## src/rtl/vertex_fetch.sv

```systemverilog
// Streams a vertex list out of a fixed-latency vertex memory and expands each
// xyz word into a homogeneous position (w = 1.0) for the transform stage.
//
// state | meaning
// IDLE  | waiting for start
// FETCH | issuing reads, one every ISSUE_INTERVAL cycles
// DRAIN | all reads issued, waiting for the last vertex to return
// DONE  | one-cycle completion pulse
module vertex_fetch #(
    parameter int ADDR_WIDTH     = 10,
    parameter int BRAM_LATENCY   = 2,
    parameter int ISSUE_INTERVAL = 1
) (
    input  logic                  clk,
    input  logic                  rst,
    input  logic                  start,
    input  logic [ADDR_WIDTH:0]   vertex_count,
    output logic                  rd_en,
    output logic [ADDR_WIDTH-1:0] rd_addr,
    input  logic [95:0]           rd_data,
    output logic [31:0]           pos [3:0],
    output logic                  v_out,
    output logic                  busy,
    output logic                  done
);
    typedef enum logic [1:0] {IDLE, FETCH, DRAIN, DONE} state_t;

    localparam int TW = (ISSUE_INTERVAL > 1) ? $clog2(ISSUE_INTERVAL) : 1;
    localparam logic [TW-1:0]       TIMER_RELOAD = TW'(ISSUE_INTERVAL - 1);
    localparam logic [ADDR_WIDTH:0] IDX_ONE      = {{ADDR_WIDTH{1'b0}}, 1'b1};
    localparam logic [31:0]         W_ONE        = 32'h3f80_0000;

    state_t                  state_q, state_d;
    logic [ADDR_WIDTH:0]     cnt_q, cnt_d;
    logic [ADDR_WIDTH:0]     idx_q, idx_d;
    logic [TW-1:0]           timer_q, timer_d;
    logic [ADDR_WIDTH-1:0]   addr_q, addr_d;
    logic [BRAM_LATENCY-1:0] vld_q, vld_d;
    logic                    v_out_q, v_out_d;
    logic [95:0]             xyz_q, xyz_d;
    logic                    accept;
    logic                    last_issue;

    assign accept = (state_q == IDLE) && start;
    // The index is one bit wider than the address so a full-memory list ends without wrapping.
    assign last_issue = ((idx_q + IDX_ONE) == cnt_q);

    always_ff @(posedge clk) begin
        if (rst) begin
            state_q <= IDLE;
        end else begin
            state_q <= state_d;
        end
    end

    always_comb begin
        state_d = state_q;
        case (state_q)
            IDLE: begin
                if (start) begin
                    state_d = (vertex_count == '0) ? DONE : FETCH;
                end
            end
            FETCH: begin
                if (rd_en && last_issue) begin
                    state_d = DRAIN;
                end
            end
            DRAIN: begin
                if (v_out_q && (vld_q == '0)) begin
                    state_d = DONE;
                end
            end
            DONE:    state_d = IDLE;
            default: state_d = IDLE;
        endcase
    end

    always_comb begin
        rd_en = (state_q == FETCH) && (timer_q == '0);
        busy  = (state_q != IDLE);
        done  = (state_q == DONE);
    end

    always_comb begin
        cnt_d   = cnt_q;
        idx_d   = idx_q;
        timer_d = timer_q;
        addr_d  = addr_q;
        vld_d   = (vld_q << 1) | BRAM_LATENCY'(rd_en);
        v_out_d = vld_q[BRAM_LATENCY-1];
        xyz_d   = vld_q[BRAM_LATENCY-1] ? rd_data : xyz_q;
        if (accept) begin
            cnt_d   = vertex_count;
            idx_d   = '0;
            timer_d = '0;
        end else if (rd_en) begin
            idx_d   = idx_q + IDX_ONE;
            timer_d = TIMER_RELOAD;
            addr_d  = idx_q[ADDR_WIDTH-1:0];
        end else if (timer_q != '0) begin
            timer_d = timer_q - TW'(1);
        end
    end

    always_ff @(posedge clk) begin
        if (rst) begin
            cnt_q   <= '0;
            idx_q   <= '0;
            timer_q <= '0;
            addr_q  <= '0;
            vld_q   <= '0;
            v_out_q <= 1'b0;
            xyz_q   <= '0;
        end else begin
            cnt_q   <= cnt_d;
            idx_q   <= idx_d;
            timer_q <= timer_d;
            addr_q  <= addr_d;
            vld_q   <= vld_d;
            v_out_q <= v_out_d;
            xyz_q   <= xyz_d;
        end
    end

    // Address follows the live index on a read and holds the last issued one otherwise.
    assign rd_addr = rd_en ? idx_q[ADDR_WIDTH-1:0] : addr_q;
    assign v_out   = v_out_q;
    assign pos[3]  = xyz_q[95:64];
    assign pos[2]  = xyz_q[63:32];
    assign pos[1]  = xyz_q[31:0];
    assign pos[0]  = W_ONE;

endmodule

```

## config.mk

```make
export PLATFORM = sky130hd
export DESIGN_NAME = vertex_fetch
export DESIGN_NICKNAME = d
export VERILOG_FILES = /design/src/rtl/vertex_fetch.sv
export SDC_FILE = /design/constraint.sdc
export NUM_CORES = 1
export LEC_CHECK = 0
export BUFFER_PORTS_ARGS = -buffer_cell sky130_fd_sc_hd__clkbuf_2
export CORE_ASPECT_RATIO = 1.25
export CORE_MARGIN = 2
export CORE_UTILIZATION = 47
export CTS_CLUSTER_SIZE = 25
export DETAILED_ROUTE_END_ITERATION = 12
export GPL_ROUTABILITY_DRIVEN = 0
export PLACE_DENSITY = 0.78
export SETUP_SLACK_MARGIN = 0.4
export SLEW_MARGIN = 20
export SYNTH_ARGS = -nofsm -noshare
export SYNTH_HDL_FRONTEND = slang
export SYNTH_SLANG_ARGS = --single-unit
```

## constraint.sdc

```tcl
create_clock -name clk -period 2.3 [get_ports clk]
set_input_delay 0.23 -clock clk [delete_from_list [all_inputs] [get_ports clk]]
set_output_delay 0.23 -clock clk [all_outputs]
set_load 0.01 [all_outputs]
```

### After elaboration in Yosys (flattened, before gate mapping)

Cells that the tools add are included.

| word-level totals | value |
|---|---|
| register bits after elaboration | 134 |
| output and inout port bits | 142 |

| cells by class | value |
|---|---|
| add/subtract/negate cells | 2 |
| equal/unequal tests | 7 |
| muxes and demuxes | 6 |
| bitwise logic cells | 2 |
| reductions and logical operators | 11 |

Operators with widths:

| kind | count |
|---|---|
| 11-bit by 1-bit adder with 11-bit output, second input constant | 1 |
| 11-bit == test | 1 |
| 11-bit logical NOT | 1 |
| 10-bit 2-to-1 mux | 1 |
| 2-bit 2-to-1 mux | 4 |
| 2-bit case mux with 4 select lines | 1 |
| 2-bit != test, second input constant | 3 |
| 2-bit == test, second input constant | 2 |
| 1-bit logical AND | 4 |
| 2-bit logical NOT | 2 |
| 4-bit OR reduction | 1 |
| 3-bit AND reduction | 1 |
| 2-bit by 1-bit == test with 1-bit output, second input constant | 1 |
| 2-bit by 1-bit OR with 2-bit output | 1 |
| 2-bit nonzero test | 1 |
| 2-bit OR reduction | 1 |
| 1-bit inverter | 1 |
| 1-bit subtractor, second input constant | 1 |

### Depth between registers and ports, before layout

| depth | value |
|---|---|
| word-level depth | 5 |
| gate-level depth with buffers | 10 |
| depth with buffers taken out | 8 |

### Worst setup path after synthesis

OpenSTA, ideal clock, no wires.

| timing path | value |
|---|---|
| kind | register -> register |
| start point | register idx_q[1] |
| end point | register state_q[0] |
| data arrival time | 1691 ps |
| required time | 2176 ps |
| path slack | 485 ps |
| cell stages (with the launch flop) | 8 |
| cell sequence | dfxtp_1 -> ha_1 -> nand3_2 -> nor2_2 -> a31oi_1 -> nor4_4 -> a31oi_2 -> mux2i_1 |

| between the ends | value |
|---|---|
| cells in the longest elaborated chain, start to end | 5 |

Ends and longest elaborated chain:

| item | RTL line | text |
|---|---|---|
| start: declaration | 35 | `logic [ADDR_WIDTH:0] idx_q, idx_d;` |
| start signal: assignment | 117 | `idx_q <= idx_d;` |
| 11-bit by 1-bit adder with 11-bit output | 46 | `assign last_issue = ((idx_q + IDX_ONE) == cnt_q);` |
| 11-bit == test | 46 |  |
| 1-bit logical AND | 65 | `if (rd_en && last_issue) begin` |
| 2-bit != test (no line) | -- |  |
| 3-bit AND reduction (no line) | -- |  |
| end signal: assignment | 52 | `state_q <= state_d;` |
| end: declaration | 33 | `state_t state_q, state_d;` |

Every way passes these cells.
A chain may end at the register's enable or synchronous reset.

### Final worst setup path

| timing path | value |
|---|---|
| start point | register state_q[1] |
| end point | register state_q[1] |

| between the ends | value |
|---|---|
| cells in the longest elaborated chain, start to end | 5 |
| elaborated cells on any way between the ends | 11 |

Ends and longest elaborated chain:

| item | RTL line | text |
|---|---|---|
| 2-bit by 1-bit == test with 1-bit output | 58, 80 |  |
| 1-bit logical AND | 80 | `rd_en = (state_q == FETCH) && (timer_q == '0);` |
| 1-bit logical AND | 65 |  |
| 2-bit != test (no line) | -- |  |
| 3-bit AND reduction (no line) | -- |  |

Several ways; a longest one is shown, not always the timed one.

==> flow_summary.ini <==
[worst_setup_path]
worst-r2r-cell-count = 9
cpPeakStageDelay_ns = 0.35
path_class = reg -> reg
critical_path_required_ns = 2.58
worstReg2RegStart = state_q[1]
worst_path_slowest_cell = sky130_fd_sc_hd__nor4_4
reg2reg_slack_ns = 0.43
worstPathMaxFanout = 14
critical_path_cell_sequence = inv_2 -> ha_4 -> nand2b_4 -> inv_8 -> buf_4 -> nand4_1 -> nor4_4 -> a31oi_4 -> mux2i_1
critPathCaptureType = register
worst_setup_path_start_kind = register
critical_path_arrival_ns = 2.15
worst_r2r_endpoint = state_q[1]

[die]
core_rows = 44
floorplan.die.height_um = 126.4
starting_density_of_the_core_pct = 48.23
fp.dieArea_um2 = 12870
design.portCount = 252
floorplan.die.width_um = 101.9
area_of_the_core_um2 = 11670

[clocking]
cts_buffers = 17
clk_path_buf_depth = 2
clock_sinks = 134
cts_root_buf = sky130_fd_sc_hd__clkbuf_16
clk_pin_slew_worst_paths_ns = 0.06
tritoncts = yes
cts_hold_buf = 0
clk_latency_ns = 0.41
htree_num_levels = 4

[route]
drcViolationCount = 0
route.final.wire_length_um = 14050
vias_per_cell = 4.799
detail_route.iter0.violations = 129
first_pass_iters = 4
antenna_violating_nets_post_route = 0
detail_route.wl_per_cell_um = 14.18
vias = 4756

[sta]
tightestPinTransition_ns = 0.6811
final.period_utilization_pct = 81.44
timing.final.setup_violations = 0
clock.fmax_mhz = 533.9
drv_slew = 0
fin_tns_setup_ns = 0
period_needed_ns = 1.873
hold_viol_final = 0
postLayoutSetupSlackWorst_ns = 0.4269
grt_setup_unrepaired = false
max_slew_margin_pct = 54.60
fin_worst_skew_ns = 0.01110

[yosys]
synth_simple_gate_area_share_pct = 18.83
synth-edff-count = 0
syn_area_per_cell_um2 = 9.304
post_synth_mux_area_share_pct = 17.43
synth-async-reset-ratio_pct = 0
synth-compound-area-share_pct = 3.134
synth_seq_cells = 134
yosys.area_share.xor_xnor_pct = 3.579
syn-instance-count = 605
dominant_combinational_cell_family_by_area_after_synthesis = simple AND/OR/NAND/NOR gates
synth_cell_types = 44
synth-seq-area-share_pct = 47.66
synthAdderAreaFrac_pct = 1.334
ys.warnings.count = 0
synth_area_um2 = 5629
ys_dominant_reg_cell = sky130_fd_sc_hd__dfxtp_1

[finish]
fill_cells = 988
finalNetCount = 933
fin_cells = 991
post_route_cells_drive_above_1_share_pct = 35.06
insertedDiodeCount = 0
area_delta_synth_final_pct = 32.67

[worst_hold_path]
hold-path-cell-count = 3
hold_start = rd_data[17]
min-delay-path-class = in -> reg
timing.hold.worst_endpoint = xyz_q[17]

[placement]
pre_cts_slack_ns = 0.2779
place.port_buffers = 219
placed_cells = 954
post-dp-hpwl_um = 9878

[power_and_ir_drop]
share_comb_of_total_power_pct = 17.7
internal_power_w = 0.004732
post-layout-total-power_w = 0.006480
static_leak_nw = 3.321
sw_frac_of_total_pct = 26.97
clkPwrFrac_pct = 42.3
ir_worst_vdd_uv = 548.7
power_switching_w = 0.001748
power.density_cell_area_nw_per_um2 = 867.7
power.share.sequential_pct = 40.0

[global_routing]
antenna_found_initial = 0
grt_pass1_wl_um = 21420
vias_in_the_first_global_route = 4533
global_route.usage.total_pct = 21.34
grt_start_max_net_pins = 98
overflow = 0

[status]
outcome = completed

[job]
timing.max_cap.violations = 0
-- state kept, by name, summed over array words and instances (netlist names) --
signal and flops:
addr_q 10, cnt_q 11, idx_q 11, state_q 2, timer_q 1, v_out 1
vld_q 2, xyz_q 96
-- power by group through the flow --
stage	Sequential [W]	Combinational, W	Clock [W]
3_3_place_gp	0.00263	0.00105	0
4_1_cts	0.00258	0.00111	0.00280
6_report	0.00259	0.00115	0.00274
5_1_grt	0.00261	0.00126	0.00291
3_5_place_dp	0.00263	0.00107	0
2_1_floorplan	0.00264	0.000722	0
-- through the flow --
stage / instance area [µm²] / hold slack [ns] / util (%)
floorplan: 5746 / 0.3660 / -
global placement: 6715 / 0.4608 / 57.54
detailed placement: 6715 / 0.4536 / 57.54
CTS: 7380 / 0.03920 / 63.23
global route: 7468 / 0.05095 / 63.99
finish: 7468 / 0.05185 / 63.99
-- timing repair --
action | CTS | global route
pin swaps | 0 | 6
resized for setup | 10 | 18
gates cloned | 1 | 0
setup endpoints to repair | 13 | 14
buffers inserted | 3 | 1
-- synth_stat cells (2+ instances only) --
master | number | area [µm²]
sky130_fd_sc_hd__or3_1 | 2 | 12.51
sky130_fd_sc_hd__nor2_1 | 127 | 476.7
sky130_fd_sc_hd__nand3_2 | 2 | 20.02
sky130_fd_sc_hd__o21bai_1 | 2 | 15.01
sky130_fd_sc_hd__nor2b_1 | 5 | 31.28
sky130_fd_sc_hd__nand2_1 | 63 | 236.5
sky130_fd_sc_hd__clkbuf_1 | 21 | 78.83
sky130_fd_sc_hd__mux2i_1 | 98 | 980.9
sky130_fd_sc_hd__nand3_1 | 2 | 10.01
sky130_fd_sc_hd__conb_1 | 2 | 7.510
sky130_fd_sc_hd__buf_6 | 4 | 45.04
sky130_fd_sc_hd__nor4_2 | 2 | 25.02
sky130_fd_sc_hd__nor3b_1 | 3 | 22.52
sky130_fd_sc_hd__ha_1 | 6 | 75.07
sky130_fd_sc_hd__xnor2_1 | 12 | 105.1
sky130_fd_sc_hd__buf_1 | 8 | 30.03
sky130_fd_sc_hd__nor4_4 | 2 | 42.54
sky130_fd_sc_hd__nand4_1 | 4 | 25.02
sky130_fd_sc_hd__o21ai_0 | 3 | 15.01
sky130_fd_sc_hd__inv_1 | 6 | 22.52
sky130_fd_sc_hd__a21oi_1 | 16 | 80.08
sky130_fd_sc_hd__buf_2 | 5 | 25.02
sky130_fd_sc_hd__xor2_1 | 11 | 96.34
sky130_fd_sc_hd__dfxtp_1 | 134 | 2683
sky130_fd_sc_hd__nand2b_1 | 4 | 25.02
sky130_fd_sc_hd__buf_4 | 32 | 240.2
sky130_fd_sc_hd__nor4_1 | 3 | 18.77
sky130_fd_sc_hd__nor3_1 | 10 | 50.05
-- layout by cell type, fill, tap and decap left out, drive strengths merged --
master,instances
clkbuf,238
dfxtp,134
nor2,128
mux2i,98
nand2,64
conb,33
a21oi,16
buf,14
xnor2,12
xor2,11
nor3,11
inv,8
nor4,7
ha,6
nor2b,5
clkinv,5
nand4,4
nand2b,4
o21ai,4
nand3,4
nor3b,3
bufinv,3
clkinvlp,3
or3,3
o21bai,2
a31oi,2
and2,1
or2,1
and3,1
o221a,1
and4,1
o31ai,1
a221oi,1
a41oi,1
-- cell families after synthesis --
group	Yosys count
muxes	98
xor gates and xnor gates	23
buffers and inverters	77
DFF	134
and+or+nand+nor	237
other	2
AOI/OAI and AO/OA	28
adders and majority gates	6
-- worst max-delay path: cells and delay by family (launching register included) --
family	cells	cell delay, ns
muxes	1	0.14
buffers and inverters	3	0.34
adders and majority gates	1	0.15
and+or+nand+nor	3	0.62
AOI/OAI and AO/OA	1	0.14
DFF	1	0.34
-- how the worst max path moves through the flow --
| stage | from | to | slack [ns] | depth (start not counted) |
|---|---|---|---|---|
| 3_3_place_gp | idx_q[1] | state_q[1] | 0.34 | 7 |
| 2_1_floorplan | idx_q[1] | state_q[0] | 0.48 | 7 |
| 6_report | state_q[1] | state_q[1] | 0.43 | 9 |
| 5_1_grt | state_q[1] | state_q[1] | 0.37 | 9 |
| 4_1_cts | state_q[1] | rd_addr[7] | 0.41 | 7 |
| 3_5_place_dp | idx_q[1] | state_q[1] | 0.28 | 7 |
-- cell type report --
class / instances / area [µm²] / share of cell area [%]
clock inverters: 12 / 151.4 / 2.027
clock buffers: 20 / 456.7 / 6.115
inverters: 7 / 33.78 / 0.4523
well taps: 161 / 201.4 / 2.697
repair buffers: 232 / 1229 / 16.45
flip-flops and latches: 134 / 2701 / 36.17
multi-input cells: 425 / 2695 / 36.09
-- layer usage --
metal	GRT usage (%)	vias up	part of all wire, %
met1	23.78	2197	39
met5	0	-	0
met2	36.65	184	51
met3	7.713	24	7.4
li1	-	2351	-
met4	8.392	0	2.2
Note: power is estimated with default switching activity, not from simulation.
